===== src/rtl/branch_checkpoint_stack.sv =====
// rtl/branch_checkpoint_stack.sv - per-branch recovery checkpoint stack (optional BRANCH_STACK_PERF_EN counters)
`ifndef PHYS_REG_SZ_R10K
`define PHYS_REG_SZ_R10K 64
`endif
`ifndef ARCH_REG_SZ_R10K
`define ARCH_REG_SZ_R10K 32
`endif
`ifndef PHYS_REG_ID_BITS
`define PHYS_REG_ID_BITS 6
`endif
`ifndef N
`define N 3
`endif
`ifndef NUM_SCALAR_BITS
`define NUM_SCALAR_BITS 2
`endif

module branch_checkpoint_stack #(
  parameter int NUM_CHECKPOINTS = 4,
  parameter int ROB_IDX_BITS    = 5
) (
  input  logic                                                    clock,
  input  logic                                                    reset,
  input  logic                                                    branch_dispatch_valid,
  input  logic [`PHYS_REG_SZ_R10K-1:0]                            dispatch_free_list,
  input  logic [`ARCH_REG_SZ_R10K-1:0][`PHYS_REG_ID_BITS-1:0]     dispatch_map_table,
  input  logic [ROB_IDX_BITS-1:0]                                 dispatch_rob_tail,
  output logic                                                    stack_full,
  output logic [NUM_CHECKPOINTS-1:0]                              assigned_tag,
  output logic [NUM_CHECKPOINTS-1:0]                              current_branch_mask,
  input  logic [`N-1:0][`PHYS_REG_ID_BITS-1:0]                    phys_regs_retiring,
  input  logic [`NUM_SCALAR_BITS-1:0]                             num_retiring_valid,
  input  logic                                                    resolve_valid,
  input  logic [NUM_CHECKPOINTS-1:0]                              resolve_tag,
  input  logic                                                    resolve_mispredict,
  output logic                                                    restore_flag,
  output logic [`PHYS_REG_SZ_R10K-1:0]                            free_list_restore,
  output logic [`ARCH_REG_SZ_R10K-1:0][`PHYS_REG_ID_BITS-1:0]     map_table_restore,
  output logic [ROB_IDX_BITS-1:0]                                 rob_tail_restore,
  output logic [NUM_CHECKPOINTS-1:0]                              squash_mask,
  output logic [NUM_CHECKPOINTS-1:0]                              resolved_tag
`ifdef BRANCH_STACK_PERF_EN
  ,
  output logic [31:0]                                             perf_resolved_cnt,
  output logic [31:0]                                             perf_mispredict_cnt
`endif
);

  localparam int PR = `PHYS_REG_SZ_R10K;
  localparam int AR = `ARCH_REG_SZ_R10K;
  localparam int PB = `PHYS_REG_ID_BITS;

  typedef logic [AR-1:0][PB-1:0] map_t;

  logic [NUM_CHECKPOINTS-1:0] valid;
  logic [NUM_CHECKPOINTS-1:0] valid_next;
  logic [NUM_CHECKPOINTS-1:0] dep_mask  [NUM_CHECKPOINTS];
  logic [PR-1:0]              free_snap [NUM_CHECKPOINTS];
  map_t                       map_snap  [NUM_CHECKPOINTS];
  logic [ROB_IDX_BITS-1:0]    rob_snap  [NUM_CHECKPOINTS];

  logic [PR-1:0]              retire_mask;
  logic [NUM_CHECKPOINTS-1:0] alloc_onehot;
  logic [NUM_CHECKPOINTS-1:0] squash_raw;
  logic [PR-1:0]              sel_free;
  map_t                       sel_map;
  logic [ROB_IDX_BITS-1:0]    sel_rob;
  logic                       mispredict;
  logic                       correct;
  logic                       do_alloc;

  assign mispredict = resolve_valid && resolve_mispredict;
  assign correct    = resolve_valid && !resolve_mispredict;
  assign do_alloc   = branch_dispatch_valid && !stack_full && !mispredict;

  // Registers released by retirement this cycle, folded into live free snapshots.
  always_comb begin
    retire_mask = '0;
    for (int i = 0; i < `N; i++) begin
      if (i < int'(num_retiring_valid)) begin
        retire_mask[phys_regs_retiring[i]] = 1'b1;
      end
    end
  end

  // Lowest-index free slot as a one-hot (scan from the top so the lowest wins).
  always_comb begin
    alloc_onehot = '0;
    for (int s = NUM_CHECKPOINTS - 1; s >= 0; s--) begin
      if (!valid[s]) begin
        alloc_onehot    = '0;
        alloc_onehot[s] = 1'b1;
      end
    end
  end

  // Mispredicted slot plus every live slot allocated while it was live.
  always_comb begin
    squash_raw = resolve_tag;
    for (int s = 0; s < NUM_CHECKPOINTS; s++) begin
      if (valid[s] && |(dep_mask[s] & resolve_tag)) begin
        squash_raw[s] = 1'b1;
      end
    end
  end

  // One-hot select of the resolving slot's snapshots.
  always_comb begin
    sel_free = '0;
    sel_map  = '0;
    sel_rob  = '0;
    for (int s = 0; s < NUM_CHECKPOINTS; s++) begin
      if (resolve_tag[s]) begin
        sel_free = sel_free | free_snap[s];
        sel_map  = sel_map  | map_snap[s];
        sel_rob  = sel_rob  | rob_snap[s];
      end
    end
  end

  // Live-slot vector after this cycle's resolve, squash and allocation.
  always_comb begin
    valid_next = valid;
    if (correct) begin
      valid_next = valid_next & ~resolve_tag;
    end
    if (mispredict) begin
      valid_next = valid_next & ~squash_raw;
    end
    if (do_alloc) begin
      valid_next = valid_next | alloc_onehot;
    end
  end

  // Combinational outputs, held at zero when not active or while in reset.
  always_comb begin
    assigned_tag      = '0;
    restore_flag      = 1'b0;
    free_list_restore = '0;
    map_table_restore = '0;
    rob_tail_restore  = '0;
    squash_mask       = '0;
    resolved_tag      = '0;
    if (!reset) begin
      if (do_alloc) begin
        assigned_tag = alloc_onehot;
      end
      if (mispredict) begin
        restore_flag      = 1'b1;
        free_list_restore = sel_free;
        map_table_restore = sel_map;
        rob_tail_restore  = sel_rob;
        squash_mask       = squash_raw;
      end
      if (correct) begin
        resolved_tag = resolve_tag;
      end
    end
  end

  assign current_branch_mask = valid;

  // Slot state: validity, dependency masks, snapshots and retire merging.
  always_ff @(posedge clock) begin
    if (reset) begin
      valid      <= '0;
      stack_full <= 1'b0;
      for (int s = 0; s < NUM_CHECKPOINTS; s++) begin
        dep_mask[s]  <= '0;
        free_snap[s] <= '0;
        map_snap[s]  <= '0;
        rob_snap[s]  <= '0;
      end
    end else begin
      valid      <= valid_next;
      stack_full <= &valid_next;
      for (int s = 0; s < NUM_CHECKPOINTS; s++) begin
        if (valid[s]) begin
          free_snap[s] <= free_snap[s] | retire_mask;
        end
        if (correct) begin
          dep_mask[s] <= dep_mask[s] & ~resolve_tag;
        end
        if (do_alloc && alloc_onehot[s]) begin
          free_snap[s] <= dispatch_free_list | retire_mask;
          map_snap[s]  <= dispatch_map_table;
          rob_snap[s]  <= dispatch_rob_tail;
          dep_mask[s]  <= valid & ~(resolve_valid ? resolve_tag : '0);
        end
      end
    end
  end

`ifdef BRANCH_STACK_PERF_EN
  // Free-running resolve and mispredict event counters.
  always_ff @(posedge clock) begin
    if (reset) begin
      perf_resolved_cnt   <= '0;
      perf_mispredict_cnt <= '0;
    end else begin
      if (resolve_valid) begin
        perf_resolved_cnt <= perf_resolved_cnt + 32'd1;
      end
      if (mispredict) begin
        perf_mispredict_cnt <= perf_mispredict_cnt + 32'd1;
      end
    end
  end
`endif

endmodule


===== config.mk =====
export PLATFORM = sky130hd
export DESIGN_NAME = branch_checkpoint_stack
export DESIGN_NICKNAME = d
export VERILOG_FILES = /design/src/rtl/branch_checkpoint_stack.sv
export SDC_FILE = /design/constraint.sdc
export NUM_CORES = 2
export LEC_CHECK = 0
export CAP_MARGIN = 5
export CORE_UTILIZATION = 53
export CTS_BUF_LIST = sky130_fd_sc_hd__clkbuf_4
export DETAILED_ROUTE_END_ITERATION = 10
export PLACE_DENSITY_LB_ADDON = 0.1
export SLEW_MARGIN = 25
export SYNTH_ARGS = -nofsm -noshare
export SYNTH_HDL_FRONTEND = slang
export SYNTH_SLANG_ARGS = --single-unit

===== constraint.sdc =====
create_clock -name clock -period 16.4 [get_ports clock]
set_input_delay 1.64 -clock clock [delete_from_list [all_inputs] [get_ports clock]]
set_output_delay 1.64 -clock clock [all_outputs]
set_load 0.05 [all_outputs]

==> metrics <==
synthesized area 0.0507 sq mm; final wirelength 162,000 um; clock-pin slew on the worst setup and hold paths 60 ps; fin crit period 8310 ps; Period Utilization, post-route 50.7%; io pins 569; Top Usage Layer GRT met2; DR WL/cell 26.0 um; Synth area leaders edfxtp_1 (63%), and2_1 (10%), a22oi_1 (8.0%); CTS Hold Bufs 0; drt drc 0; Mapped Cells 4,192; Worst Setup EP map_table_restore[80]; vias in the first global route 37,200; final setup violating endpoints 0; Max VDD drop 65.0 uV; sequential share of power 51.8%; met2 Usage GRT 50.9%; pwr/cell area 102 mW/mm^2; Int Power 4.59 mW; Yosys top cell area share 62.5%; Worst R2R End map_snap[2][39]$_SDFFCE_PN0P_; Synth Area in XOR/XNOR 0%; Root Buffer clkbuf_4; largest family of logic cells by synthesized area compound AO/OA/AOI/OAI gates; Clk Latency, worst-skew pair 1130 ps; Fmax achieved 0.120 GHz; CTS tree yes; first-pass GRT wire length 238,000 um; syn avg cell area 12.1 sq um; vias per cell 6.20; Max-slew headroom 24.7%; DRT iter0 DRCs 4,485; Worst R2R Setup Slack 12,170 ps; worst setup margin 8090 ps; input/output buffers 568; area of the core 0.0949 sq mm; met3 usage 9.03%; Die Ht 311 um; FF-to-FF path depth 5; CP Launch Type input port; GR Util All Layers 32.6%; Seq/Total Area, Yosys 62.7%; Hold Crit Class reg -> reg; Synth Area in Simple Gates 15.9%; P_sw 1.58 mW; Primary FF master, synth edfxtp_1; Sink Count 1,061; post-place setup slack 8150 ps; vias 38,600; Critical Path RT 14,760 ps; hold slack 615 ps; DP HPWL 94,100 um; critical path type in -> out; # fillers 7,453; maximum fanout along the worst path 74; Yosys reg bits 1,061; full die area 0.0969 sq mm; RR Startpoint stack_full$_SDFF_PP0_; syn nets 4,482; Global Route met1 Usage 41.6%; synthesis-to-finish area growth 19.6%; status complete, no violations; register area 0.0318 sq mm; CP endpoint kind output pin; Overflow after GRT 0; final core utilization 63.9%; clock buffer depth 4; FFs w/ async S/R, synth 0%; row cnt 113; fin nets 5,018; Gate power share 10.4%; Pwr Total 6.17 mW; Synth Area in Compound Gates 17.8%; post-synth top area cell edfxtp_1; 1st-pass router iterations 6; largest net degree at the start of global routing 144; Max Slew Vio Count 0; Worst Setup SP resolve_valid; yosys warns 0; initial antenna violation count 53; MaxCap Viol Count 0; GP Congestion 0.898; ratio of cells with drive above 1 in the final layout 12.4%; Clk network pwr share 37.8%; H-Tree Level Count 5; static leakage 21.6 nW; Adder-Cell Fraction of Synth Area 0%; Post-synth EDFFs 1,056; Initial Utilization 53.4%; Final ANT Viol Nets 0; mux cell area share after synthesis 0.123%; Fin. Hold Viols 0; CTS resizes 0; Net Sw Frac 25.6%; area of the multi-input gates 0.0173 sq mm; Critical Path AT 6670 ps; Setup Skew 60.5 ps; RSZ-0062 raised after global routing false; Setup TNS 0 ps; Synth cell types 70; Slew @ Worst Pin 1130 ps; CTS Buf Count 299; total setup buffers inserted after CTS 0; chip width 311 um
## per-layer routing
metal / vias up / part of all wire (%)
li1: 17200 / -
met1: 18800 / 38
met2: 2160 / 48
met3: 347 / 9.9
met4: 50 / 4.1
met5: - / 0.20
## how the worst min path moves through the flow
stage	cells after the start	slack, ps	to	from
2_1_floorplan	2	540	dep_mask[1][0]$_SDFFCE_PN0P_	dep_mask[1][0]$_SDFFCE_PN0P_
3_3_place_gp	2	580	dep_mask[3][0]$_DFFE_PP_	dep_mask[3][0]$_DFFE_PP_
3_5_place_dp	2	600	dep_mask[1][0]$_SDFFCE_PN0P_	dep_mask[1][0]$_SDFFCE_PN0P_
4_1_cts	2	620	free_snap[2][7]$_SDFFCE_PN0P_	free_snap[2][7]$_SDFFCE_PN0P_
5_1_grt	2	630	free_snap[2][51]$_SDFFCE_PN0P_	free_snap[2][51]$_SDFFCE_PN0P_
6_report	2	610	dep_mask[3][0]$_DFFE_PP_	dep_mask[3][0]$_DFFE_PP_
## cell usage in the layout, fill, tap and decap left out, types with 14 or more instances in the layout
| cell | count |
|---|---|
| and4b_1 | 14 |
| a31oi_1 | 172 |
| o21ai_1 | 23 |
| a32oi_1 | 65 |
| and2_1 | 826 |
| nor3_1 | 34 |
| clkinv_1 | 47 |
| o21ai_0 | 32 |
| a22o_1 | 15 |
| nor2_1 | 33 |
| edfxtp_1 | 1056 |
| a22oi_1 | 540 |
| diode_2 | 36 |
| or2_1 | 35 |
| nand3_1 | 18 |
| nor2b_1 | 14 |
| o22ai_1 | 21 |
| nand3b_1 | 16 |
| nand2_1 | 301 |
| a21boi_2 | 27 |
| a21oi_1 | 397 |
| clkdlybuf4s50_1 | 564 |
| buf_4 | 49 |
| clkbuf_4 | 430 |
| inv_1 | 19 |
## cell usage after synthesis (27+ instances only)
| master | number |
|---|---|
| a21boi_2 | 27 |
| a21oi_1 | 397 |
| a22oi_1 | 540 |
| a31oi_1 | 172 |
| a32oi_1 | 65 |
| and2_1 | 826 |
| buf_2 | 81 |
| clkbuf_1 | 264 |
| edfxtp_1 | 1056 |
| nand2_1 | 306 |
| nor2_1 | 34 |
| nor3_1 | 34 |
| o21ai_0 | 34 |
| or2_1 | 35 |
## worst max-delay path: stages
cell             delay [ps]
clkdlybuf4s50_1         630
and2_1                  350
nand2_4                 720
buf_4                   890
buf_4                   650
buf_4                   690
a21oi_1                 120
clkdlybuf4s50_1         740
## cells by family after synthesis
logic type             after synthesis
DFF                               1061
and+or+nand+nor                   1371
buffers and inverters              413
AOI/OAI and AO/OA                 1341
muxes                                6
## power groups by stage
stage	combinational, mW	sequential (mW)	clock [mW]
6_report	0.644	3.19	2.33
3_3_place_gp	0.634	3.24	0
5_1_grt	0.676	3.21	2.51
3_5_place_dp	0.636	3.25	0
2_1_floorplan	0.353	3.27	0
4_1_cts	0.638	3.19	2.37
## cell type report
type                    instances  share of cell area, %
flip-flops and latches       1061                   52.4
diodes                         36                  0.148
inverters                      25                  0.212
well taps                    1265                   2.61
repair buffers                623                   10.2
clock buffers                 430                   5.32
multi-input cells            2718                   28.5
clock inverters                62                  0.522
## metrics by stage
step           std cells  instance area (sq um)
2_1_floorplan       4192                  50700
3_3_place_gp        5690                  56900
4_1_cts             6183                  60500
6_report            6220                  60700
5_1_grt             6213                  60600
3_5_place_dp        5691                  57000
## sequential cells by signal, summed over array words and instances, names as in the netlist
| register | cells |
|---|---|
| stack_full | 1 |
| current_branch_mask | 4 |
| rob_snap | 20 |
| dep_mask | 12 |
| free_snap | 256 |
| map_snap | 768 |
No activity file was read; power rests on OpenSTA's default activity.
